## src/rtl/game_pkg.sv

```systemverilog
// game_pkg: shared types and constants for the Jack Frost game screen.
//   state_e        - game status FSM encoding
//   TRANSPARENT_*  - sprite colour keys treated as transparent by the renderer
//   DEF_*          - default scoring / health values shared with the score display
//   sat32          - clamp a 33-bit sum to 32 bits
package game_pkg;

    typedef enum logic [1:0] {
        PLAY   = 2'd0,
        INVULN = 2'd1,
        LOSE   = 2'd2,
        WIN    = 2'd3
    } state_e;

    localparam logic [11:0] TRANSPARENT_0 = 12'h028;
    localparam logic [11:0] TRANSPARENT_1 = 12'h428;

    localparam logic [3:0]  DEF_INIT_HEALTH  = 4'd3;
    localparam int unsigned DEF_FREEZE_SCORE = 10;
    localparam int unsigned DEF_GROUND_SCORE = 1;

    // Carry out of bit 31 means the score overflowed: pin it at all ones.
    function automatic logic [31:0] sat32(input logic [32:0] v);
        return v[32] ? 32'hFFFF_FFFF : v[31:0];
    endfunction

endpackage

```

## src/rtl/vec_popcount.sv

```systemverilog
// vec_popcount: combinational population count.
//   vec_i [W-1:0]  - input vector
//   cnt_o [CW-1:0] - number of set bits, CW = $clog2(W+1)
module vec_popcount #(
    parameter int unsigned W  = 8,
    parameter int unsigned CW = $clog2(W + 1)
) (
    input  logic [W-1:0]  vec_i,
    output logic [CW-1:0] cnt_o
);

    always_comb begin
        cnt_o = '0;
        for (int i = 0; i < W; i++) begin
            cnt_o = cnt_o + CW'(vec_i[i]);
        end
    end

endmodule

```

## src/rtl/game_status_ctrl.sv

```systemverilog
// game_status_ctrl: health / invulnerability / score / win-lose sequencer.
//   clk, rstn     - 100 MHz clock, async active-low reset
//   restart       - one-cycle pulse, back to PLAY with initial values
//   hit[M]        - player overlaps an unfrozen monster (level)
//   frozen[M]     - monster currently frozen (level, rising edge scores)
//   touched[G]    - player standing on ground block (first touch scores)
//   health, score - remaining health, saturating 32-bit score
//   wudi          - invulnerable (INVULN state)
//   blue_visible  - player sprite enable (blinks while invulnerable)
//   is_finish     - LOSE or WIN; is_win - WIN only
//   dmg_pulse     - one-cycle strobe per accepted hit
// All outputs are registered.
module game_status_ctrl
    import game_pkg::*;
#(
    parameter int unsigned MONSTER_NUM   = 2,
    parameter int unsigned GROUND_NUM    = 50,
    parameter logic [3:0]  INIT_HEALTH   = DEF_INIT_HEALTH,
    parameter int unsigned INVULN_CYCLES = 300_000_000,
    parameter int unsigned BLINK_CYCLES  = 12_500_000,
    parameter int unsigned FREEZE_SCORE  = DEF_FREEZE_SCORE,
    parameter int unsigned GROUND_SCORE  = DEF_GROUND_SCORE
) (
    input  logic                   clk,
    input  logic                   rstn,
    input  logic                   restart,
    input  logic [MONSTER_NUM-1:0] hit,
    input  logic [MONSTER_NUM-1:0] frozen,
    input  logic [GROUND_NUM-1:0]  touched,
    output logic [3:0]             health,
    output logic [31:0]            score,
    output logic                   wudi,
    output logic                   blue_visible,
    output logic                   is_finish,
    output logic                   is_win,
    output logic                   dmg_pulse
);

    localparam int unsigned FCW = $clog2(MONSTER_NUM + 1);
    localparam int unsigned GCW = $clog2(GROUND_NUM + 1);

    state_e                 state_q, state_d;
    logic [31:0]            inv_cnt_q, inv_cnt_d;
    logic [31:0]            blink_cnt_q, blink_cnt_d;
    logic [3:0]             health_q, health_d;
    logic [31:0]            score_q, score_d;
    logic [MONSTER_NUM-1:0] frz_hist_q;
    logic [GROUND_NUM-1:0]  iced_q, iced_d;
    logic                   blue_q, blue_d;
    logic                   wudi_q, wudi_d;
    logic                   fin_q, fin_d;
    logic                   win_q, win_d;
    logic                   dmg_q, dmg_d;

    // ---------------- scoring ----------------
    logic [MONSTER_NUM-1:0] frz_rise;
    logic [GROUND_NUM-1:0]  gnd_new;
    logic [FCW-1:0]         frz_cnt;
    logic [GCW-1:0]         gnd_cnt;
    logic [32:0]            frz_inc, gnd_inc, score_sum;
    logic                   active;

    assign active   = (state_q == PLAY) || (state_q == INVULN);
    assign frz_rise = frozen & ~frz_hist_q;
    assign gnd_new  = touched & ~iced_q;

    vec_popcount #(.W(MONSTER_NUM)) u_frz_pc (.vec_i(frz_rise), .cnt_o(frz_cnt));
    vec_popcount #(.W(GROUND_NUM))  u_gnd_pc (.vec_i(gnd_new),  .cnt_o(gnd_cnt));

    assign frz_inc   = 33'(frz_cnt) * 33'(FREEZE_SCORE);
    assign gnd_inc   = 33'(gnd_cnt) * 33'(GROUND_SCORE);
    assign score_sum = {1'b0, score_q} + frz_inc + gnd_inc;

    always_comb begin
        score_d = score_q;
        iced_d  = iced_q;
        if (restart) begin
            score_d = '0;
            iced_d  = '0;
        end else if (active) begin
            score_d = sat32(score_sum);
            iced_d  = iced_q | touched;
        end
    end

    // ---------------- FSM: state register ----------------
    always_ff @(posedge clk or negedge rstn) begin
        if (!rstn) begin
            state_q   <= PLAY;
            inv_cnt_q <= '0;
            health_q  <= INIT_HEALTH;
        end else begin
            state_q   <= state_d;
            inv_cnt_q <= inv_cnt_d;
            health_q  <= health_d;
        end
    end

    // ---------------- FSM: next state ----------------
    // Win is judged on the registered mask, so it lands one cycle after
    // the last block scores. A lethal hit in the same cycle beats it.
    logic win_rdy;
    assign win_rdy = &iced_q;

    always_comb begin
        state_d   = state_q;
        inv_cnt_d = inv_cnt_q;
        health_d  = health_q;
        dmg_d     = 1'b0;
        if (restart) begin
            state_d   = PLAY;
            inv_cnt_d = '0;
            health_d  = INIT_HEALTH;
        end else begin
            unique case (state_q)
                PLAY: begin
                    if (|hit) begin
                        health_d = health_q - 4'd1;
                        dmg_d    = 1'b1;
                    end
                    if (|hit && health_q == 4'd1) begin
                        state_d = LOSE;
                    end else if (win_rdy) begin
                        state_d = WIN;
                    end else if (|hit) begin
                        state_d   = INVULN;
                        inv_cnt_d = 32'(INVULN_CYCLES - 1);
                    end
                end
                INVULN: begin
                    if (win_rdy) begin
                        state_d = WIN;
                    end else if (inv_cnt_q == '0) begin
                        state_d = PLAY;
                    end else begin
                        inv_cnt_d = inv_cnt_q - 32'd1;
                    end
                end
                default: ;
            endcase
        end
    end

    // ---------------- FSM: outputs ----------------
    // Blink phase restarts hidden on every entry into INVULN.
    always_comb begin
        wudi_d      = (state_d == INVULN);
        fin_d       = (state_d == LOSE) || (state_d == WIN);
        win_d       = (state_d == WIN);
        blue_d      = 1'b1;
        blink_cnt_d = '0;
        if (state_d == INVULN) begin
            if (state_q != INVULN) begin
                blue_d      = 1'b0;
                blink_cnt_d = 32'(BLINK_CYCLES - 1);
            end else if (blink_cnt_q == '0) begin
                blue_d      = ~blue_q;
                blink_cnt_d = 32'(BLINK_CYCLES - 1);
            end else begin
                blue_d      = blue_q;
                blink_cnt_d = blink_cnt_q - 32'd1;
            end
        end
    end

    // ---------------- registered outputs / datapath ----------------
    // Frozen history always tracks the input, so after restart monsters
    // that are already frozen do not score until they thaw and refreeze.
    always_ff @(posedge clk or negedge rstn) begin
        if (!rstn) begin
            score_q     <= '0;
            iced_q      <= '0;
            frz_hist_q  <= '0;
            blink_cnt_q <= '0;
            blue_q      <= 1'b1;
            wudi_q      <= 1'b0;
            fin_q       <= 1'b0;
            win_q       <= 1'b0;
            dmg_q       <= 1'b0;
        end else begin
            score_q     <= score_d;
            iced_q      <= iced_d;
            frz_hist_q  <= frozen;
            blink_cnt_q <= blink_cnt_d;
            blue_q      <= blue_d;
            wudi_q      <= wudi_d;
            fin_q       <= fin_d;
            win_q       <= win_d;
            dmg_q       <= dmg_d;
        end
    end

    assign health       = health_q;
    assign score        = score_q;
    assign wudi         = wudi_q;
    assign blue_visible = blue_q;
    assign is_finish    = fin_q;
    assign is_win       = win_q;
    assign dmg_pulse    = dmg_q;

endmodule

```

## config.mk

```make
export PLATFORM = sky130hd
export DESIGN_NAME = game_status_ctrl
export DESIGN_NICKNAME = d
export VERILOG_FILES = /design/src/rtl/game_pkg.sv /design/src/rtl/vec_popcount.sv /design/src/rtl/game_status_ctrl.sv
export SDC_FILE = /design/constraint.sdc
export NUM_CORES = 1
export LEC_CHECK = 0
export BUFFER_PORTS_ARGS = -buffer_cell sky130_fd_sc_hd__buf_4
export CAP_MARGIN = 25
export CORE_ASPECT_RATIO = 1.75
export CORE_UTILIZATION = 48
export DETAILED_ROUTE_END_ITERATION = 12
export HOLD_SLACK_MARGIN = 0.1
export PLACE_DENSITY = 0.67
export RECOVER_POWER = 100
export SLEW_MARGIN = 40
export SYNTH_ARGS = -nofsm -noshare
export SYNTH_HDL_FRONTEND = slang
export SYNTH_SLANG_ARGS = --single-unit
```

## constraint.sdc

```tcl
create_clock -name clk -period 13.77 [get_ports clk]
set_input_delay 0.6885 -clock clk [delete_from_list [all_inputs] [get_ports clk]]
set_output_delay 0.6885 -clock clk [all_outputs]
set_load 0.03 [all_outputs]
```

## Word level (Yosys, flattened, before mapping)

Cells that the tools add are included.

| storage, ports and cells | value |
|---|---|
| memory bits (writable) | 0 |
| memories | 0 |
| flip-flop bits (word level) | 159 |
| word-level logic and storage cells | 131 |
| ROM bits | 0 |
| output and inout bits | 41 |
| bits in latches | 0 |

| cells by class | value |
|---|---|
| equality and inequality tests | 12 |
| mux-type cells | 31 |
| bitwise operators | 6 |
| shifts and indexed selects | 0 |
| add/subtract/negate cells | 55 |
| divide/modulo/power cells | 0 |
| $mul | 1 |
| reduce and logical (&&, ||, !) cells | 14 |
| magnitude comparators | 0 |

Operators by type and width:

| cell | number |
|---|---|
| $mux W32 | 12 |
| $add A6 B1 Y6 | 48 |
| $mux W50 | 2 |
| $logic_not A32 Y1 | 2 |
| $pmux W32 S2 | 1 |
| $sub A32 B1 Y32 const B | 2 |
| $and A50 B50 Y50 | 1 |
| $not A50 Y50 | 1 |
| $or A50 B50 Y50 | 1 |
| $reduce_and A50 Y1 | 1 |
| $add A32 B6 Y33 | 1 |
| $add A33 B6 Y33 | 1 |
| $mux W2 | 6 |
| $mux W4 | 3 |
| $ne A3 B3 Y1 const B | 4 |
| $mux W1 | 6 |
| $reduce_and A6 Y1 | 1 |
| $reduce_bool A2 Y1 | 3 |
| $mul A2 B3 Y5 const B | 1 |
| $add A1 B1 Y2 | 2 |
| $eq A2 B1 Y1 const B | 2 |
| $eq A2 B2 Y1 const B | 2 |
| $eq A4 B1 Y1 const B | 1 |
| $pmux W2 S2 | 1 |
| 13 further kinds | 14 |

## Longest topological paths before layout

| depth | value |
|---|---|
| depth in word-level cells | 55 |
| depth in mapped cells | 29 |

## Hierarchy

A second synthesis with hierarchy kept.

| second synthesis, totals | value |
|---|---|
| cell total of the unflattened synthesis | 1023 |
| area total of the unflattened synthesis | 9517.9 um^2 |

Modules (own cells, without submodules):

| module | cells an instance | area an instance (um^2) | seq. area each (um^2) | instances |
|---|---|---|---|---|
| game_status_ctrl | 878 | 8179.1 | 3982.6 | 1 |
| vec_popcount at u_gnd_pc | 144 | 1326.3 | 0.0 | 1 |
| vec_popcount at u_frz_pc | 1 | 12.5 | 0.0 | 1 |

## Worst setup path after synthesis

OpenSTA, ideal clock, no wires.

| timing path | value |
|---|---|
| kind | input to register |
| start | input touched[0] |
| end | register score_q[28] (netlist: score[28]) |
| cell stages on the path | 24 |
| buffers on the path | 0 |
| slack | 5.552 ns |
| setup time | 0.099 ns |
| required time | 13.671 ns |
| arrival | 8.119 ns |
| path through | nor2b_1 -> ha_1 -> inv_1 -> fa_1 -> fa_1 -> fa_1 -> fa_1 -> fa_1 -> fa_1 -> inv_1 -> fa_1 -> fa_1 -> fa_1 -> a21o_1 -> a21oi_1 -> xnor2_1 -> fa_1 -> ha_1 -> nor2_1 -> nor2_1 -> a21boi_0 -> nor4_1 -> a31oi_1 -> a311oi_1 |

| between the ends | value |
|---|---|
| word-level cells in the longest chain between the ends | 54 |

RTL lines:

| what | RTL line | text |
|---|---|---|
| from (decl) | game_status_ctrl.sv:29 | `input logic [GROUND_NUM-1:0] touched,` |
| $and A50 B50 Y50 | game_status_ctrl.sv:65 | `assign gnd_new = touched & ~iced_q;` |
| $add A1 B1 Y2 | vec_popcount.sv:15 | `cnt_o = cnt_o + CW'(vec_i[i]);` |
| $add A6 B1 Y6 (48 in series) | vec_popcount.sv:15 |  |
| $add A33 B6 Y33 | game_status_ctrl.sv:72 | `assign score_sum = {1'b0, score_q} + frz_inc + gnd_inc;` |
| $mux W32 | game_pkg.sv:24 | `return v[32] ? 32'hFFFF_FFFF : v[31:0];` |
| $mux W32 | game_status_ctrl.sv:80 | `end else if (active) begin` |
| $mux W32 | game_status_ctrl.sv:77 | `if (restart) begin` |
| to (signal assigned) | game_status_ctrl.sv:181 | `score_q <= score_d;` |
| to (decl) | game_status_ctrl.sv:46 | `logic [31:0] score_q, score_d;` |

No other way between the ends. The select of a mux whose other input is x is not followed.
A chain may end at the register's enable or synchronous reset.

## Final worst setup path

| timing path | value |
|---|---|
| start | input touched[0] |
| end | register score_q[13] (netlist: score[13]) |

The elaborated chain is that of the path after synthesis.

==> flow_metrics.env <==
export IMPL_outcome="finished, violations left"
export IMPL_violations="capacitance limit, slew limit"
export IMPL_vias_per_cell=5.80
export IMPL_final_area_sq_mm=0.0108
export IMPL_drt_initial_drc_count=497
export IMPL_synth_enable_flop_cells=0
export IMPL_max_slew_margin_rel=-1.65
export IMPL_die_h_um=189
export IMPL_final_cell_mix="dfrtp_1 (156), nor2_1 (125), a21oi_1 (104)"
export IMPL_crit_fanout=7
export IMPL_pin_count=98
export IMPL_core_area_sq_mm=0.0193
export IMPL_avgSynthCellArea_sq_um=9.40
export IMPL_cts_tree="built"
export IMPL_fmax_mhz=116
export IMPL_grt_pass1_wl_mm=39.8
export IMPL_die_w_um=109
export IMPL_synth_area_sq_mm=0.00954
export IMPL_met1_usage=0.291
export IMPL_grt_busiest_layer="met2"
export IMPL_cp_start_kind="primary input"
export IMPL_vias=7836
export IMPL_nNetsFinal=1226
export IMPL_path_clk_slew_ns=0.06
export IMPL_place_area_sq_mm=0.0105
export IMPL_setup_viol=0
export IMPL_clockBufferDepth=2
export IMPL_postCtsSetupBuffers=0
export IMPL_start_util=0.495
export IMPL_overflow=0
export IMPL_hold_buffers=0
export IMPL_min_period_ns=8.66
export IMPL_finalSetupTns_ns=0
export IMPL_rsz0062_at_grt="false"
export IMPL_antenna_found_initial=0
export IMPL_skew_ns=0.0112
export IMPL_syn_nets=1143
export IMPL_wire_per_inst_um=17.8
export IMPL_firstDrtPassIters=7
export IMPL_grt_pass1_vias=8024
export IMPL_final_common_cell="dfrtp_1"
export IMPL_dieArea_sq_mm=0.0205
export IMPL_nFillCells=1805
export IMPL_antenna_left=0
export IMPL_hp_class="primary input to register"
export IMPL_cts_root_buf="clkbuf_16"
export IMPL_multi_input_area_sq_mm=0.00505
export IMPL_grt_use_total=0.251
export IMPL_tightest_slew_ns=3.98
export IMPL_numPortBuffers=97
export IMPL_numCtsBuffers=17
export IMPL_antenna_cells=0
export IMPL_finalHoldViolCount=0
export IMPL_globalplace_congestion=0.832
export IMPL_hpwl_mm=17.0
export IMPL_area_delta_synth_final_pct=13.4
export IMPL_arrival_ns=9.01
export IMPL_synthCells=1015
export IMPL_fp_row_count=67
export IMPL_critPathCaptureType="register"
export IMPL_route_detailed_drc=0
export IMPL_required_ns=14.12
export IMPL_synth_seq_cells=159
export IMPL_clk_latency_ns=0.44
export IMPL_critical_path_class="primary input to register"
export IMPL_ctsResizeCount=0
export IMPL_synth_flop_cell="dfrtp_1"
export IMPL_synth_warning_count=0
export IMPL_maxCapViolCount=6
export IMPL_wl_mm=24.0
export IMPL_grt_max_degree=100
export IMPL_h_tree_depth=4
export IMPL_ys_async_sr_fraction=1.00
export IMPL_grt_met2_usage=0.439
export IMPL_met3_usage=0.0470
export IMPL_regArea_sq_mm=0.00398
export IMPL_slew_viol_final=262
export IMPL_yosysSeqAreaShare=0.417
export IMPL_drive_above_1_share=0.0963
export IMPL_ys_types=63
export IMPL_clock_sinks=159
export IMPL_finalCritPeriodShare=0.629
## cells by family after synthesis
group,share of synthesized area
adders and majority gates,0.129
DFF,0.417
xor gates and xnor gates,0.0349
buffers and inverters,0.0502
muxes,0.00118
and+or+nand+nor,0.215
AOI/OAI and AO/OA,0.152
## Yosys cell counts (all sizes together), types with 4 or more instances
cell | count | area share
dfrtp | 156 | 0.41
nor2 | 126 | 0.052
a21oi | 106 | 0.056
inv | 74 | 0.029
nor3 | 52 | 0.030
fa | 46 | 0.097
nand2 | 40 | 0.016
o21ai | 40 | 0.021
clkbuf | 33 | 0.013
nand2b | 33 | 0.022
nor2b | 29 | 0.019
xnor2 | 27 | 0.025
ha | 25 | 0.033
o31ai | 24 | 0.019
nand4 | 22 | 0.014
a31oi | 20 | 0.013
nor4 | 19 | 0.014
nand3 | 14 | 0.0073
and3 | 13 | 0.0085
buf | 11 | 0.0077
xor2 | 11 | 0.010
a41oi | 8 | 0.0073
o211ai | 8 | 0.0063
a211oi | 7 | 0.0055
or4 | 7 | 0.0067
and2 | 6 | 0.0039
and4 | 6 | 0.0055
or3 | 6 | 0.0050
a311oi | 5 | 0.0046
a21o | 4 | 0.0031
nor3b | 4 | 0.0031
o21a | 4 | 0.0031
o22ai | 4 | 0.0026
## cell type report
class	instances	area share
repair buffers	108	0.0586
well taps	241	0.0279
clock inverters	11	0.0110
multi-input cells	737	0.467
inverters	75	0.0260
clock buffers	21	0.0416
flip-flops and latches	159	0.368
## metal layers
layer	up-vias	share of wire
li1	3720	-
met1	3873	0.39
met2	187	0.53
met3	56	0.040
met4	0	0.035
met5	-	0
## per-stage QoR
step | std cells | utilization | hold WS (ns) | setup WS [ns]
3_3_place_gp | 1319 | 0.542 | 0.467 | 4.96
3_5_place_dp | 1319 | 0.543 | 0.471 | 4.79
5_1_grt | 1352 | 0.561 | 0.375 | 4.59
2_1_floorplan | 1015 | - | 0.393 | 5.55
6_report | 1352 | 0.561 | 0.386 | 5.11
4_1_cts | 1351 | 0.572 | 0.326 | 5.26
## flip-flops by register name, summed over array words and instances (netlist names)
signal / flops
blink_cnt_q: 32
blue_visible: 1
dmg_pulse: 1
frz_hist_q: 2
health: 4
iced_q: 50
inv_cnt_q: 32
is_finish: 1
is_win: 1
score: 32
state_q: 2
wudi: 1
## worst max-delay path, cell delays in order
cell and delay, ns:
clkbuf_4 0.11, nor2b_1 0.12, ha_1 0.27, inv_1 0.05
fa_1 0.50, fa_1 0.53, fa_1 0.52, fa_1 0.52
fa_1 0.56, fa_1 0.55, inv_1 0.05, fa_1 0.51
fa_1 0.48, fa_1 0.42, a21o_1 0.19, a21oi_1 0.16
xnor2_1 0.15, fa_1 0.44, ha_1 0.34, nor2_1 0.06
nor2_1 0.15, a21boi_0 0.22, nor3_1 0.72, clkbuf_1 0.29
o21ai_0 0.12, a21boi_0 0.30
## path summary, 6_finish.rpt
check | startpoint | endpoint | slack (ns) | cells after the start
setup / recovery | touched[0] | score[13]$_DFFE_PN0P_ | 5.11 | 26
hold / removal | frozen[0] | frz_hist_q[0]$_DFF_PN0_ | 0.39 | 1
setup reg to reg | iced_q[1]$_DFFE_PN0P_ | score[13]$_DFFE_PN0P_ | 5.16 | 25
hold reg to reg | inv_cnt_q[5]$_DFFE_PN0P_ | inv_cnt_q[5]$_DFFE_PN0P_ | 0.49 | 1
max in group asynchronous | rstn | iced_q[11]$_DFFE_PN0P_ | 6.38 | 3
min in group asynchronous | rstn | score[1]$_DFFE_PN0P_ | 0.60 | 1
Power is left out: the tool's default activity adds up to more than one toggle a clock period on the data nets, which glitch-free logic cannot reach.
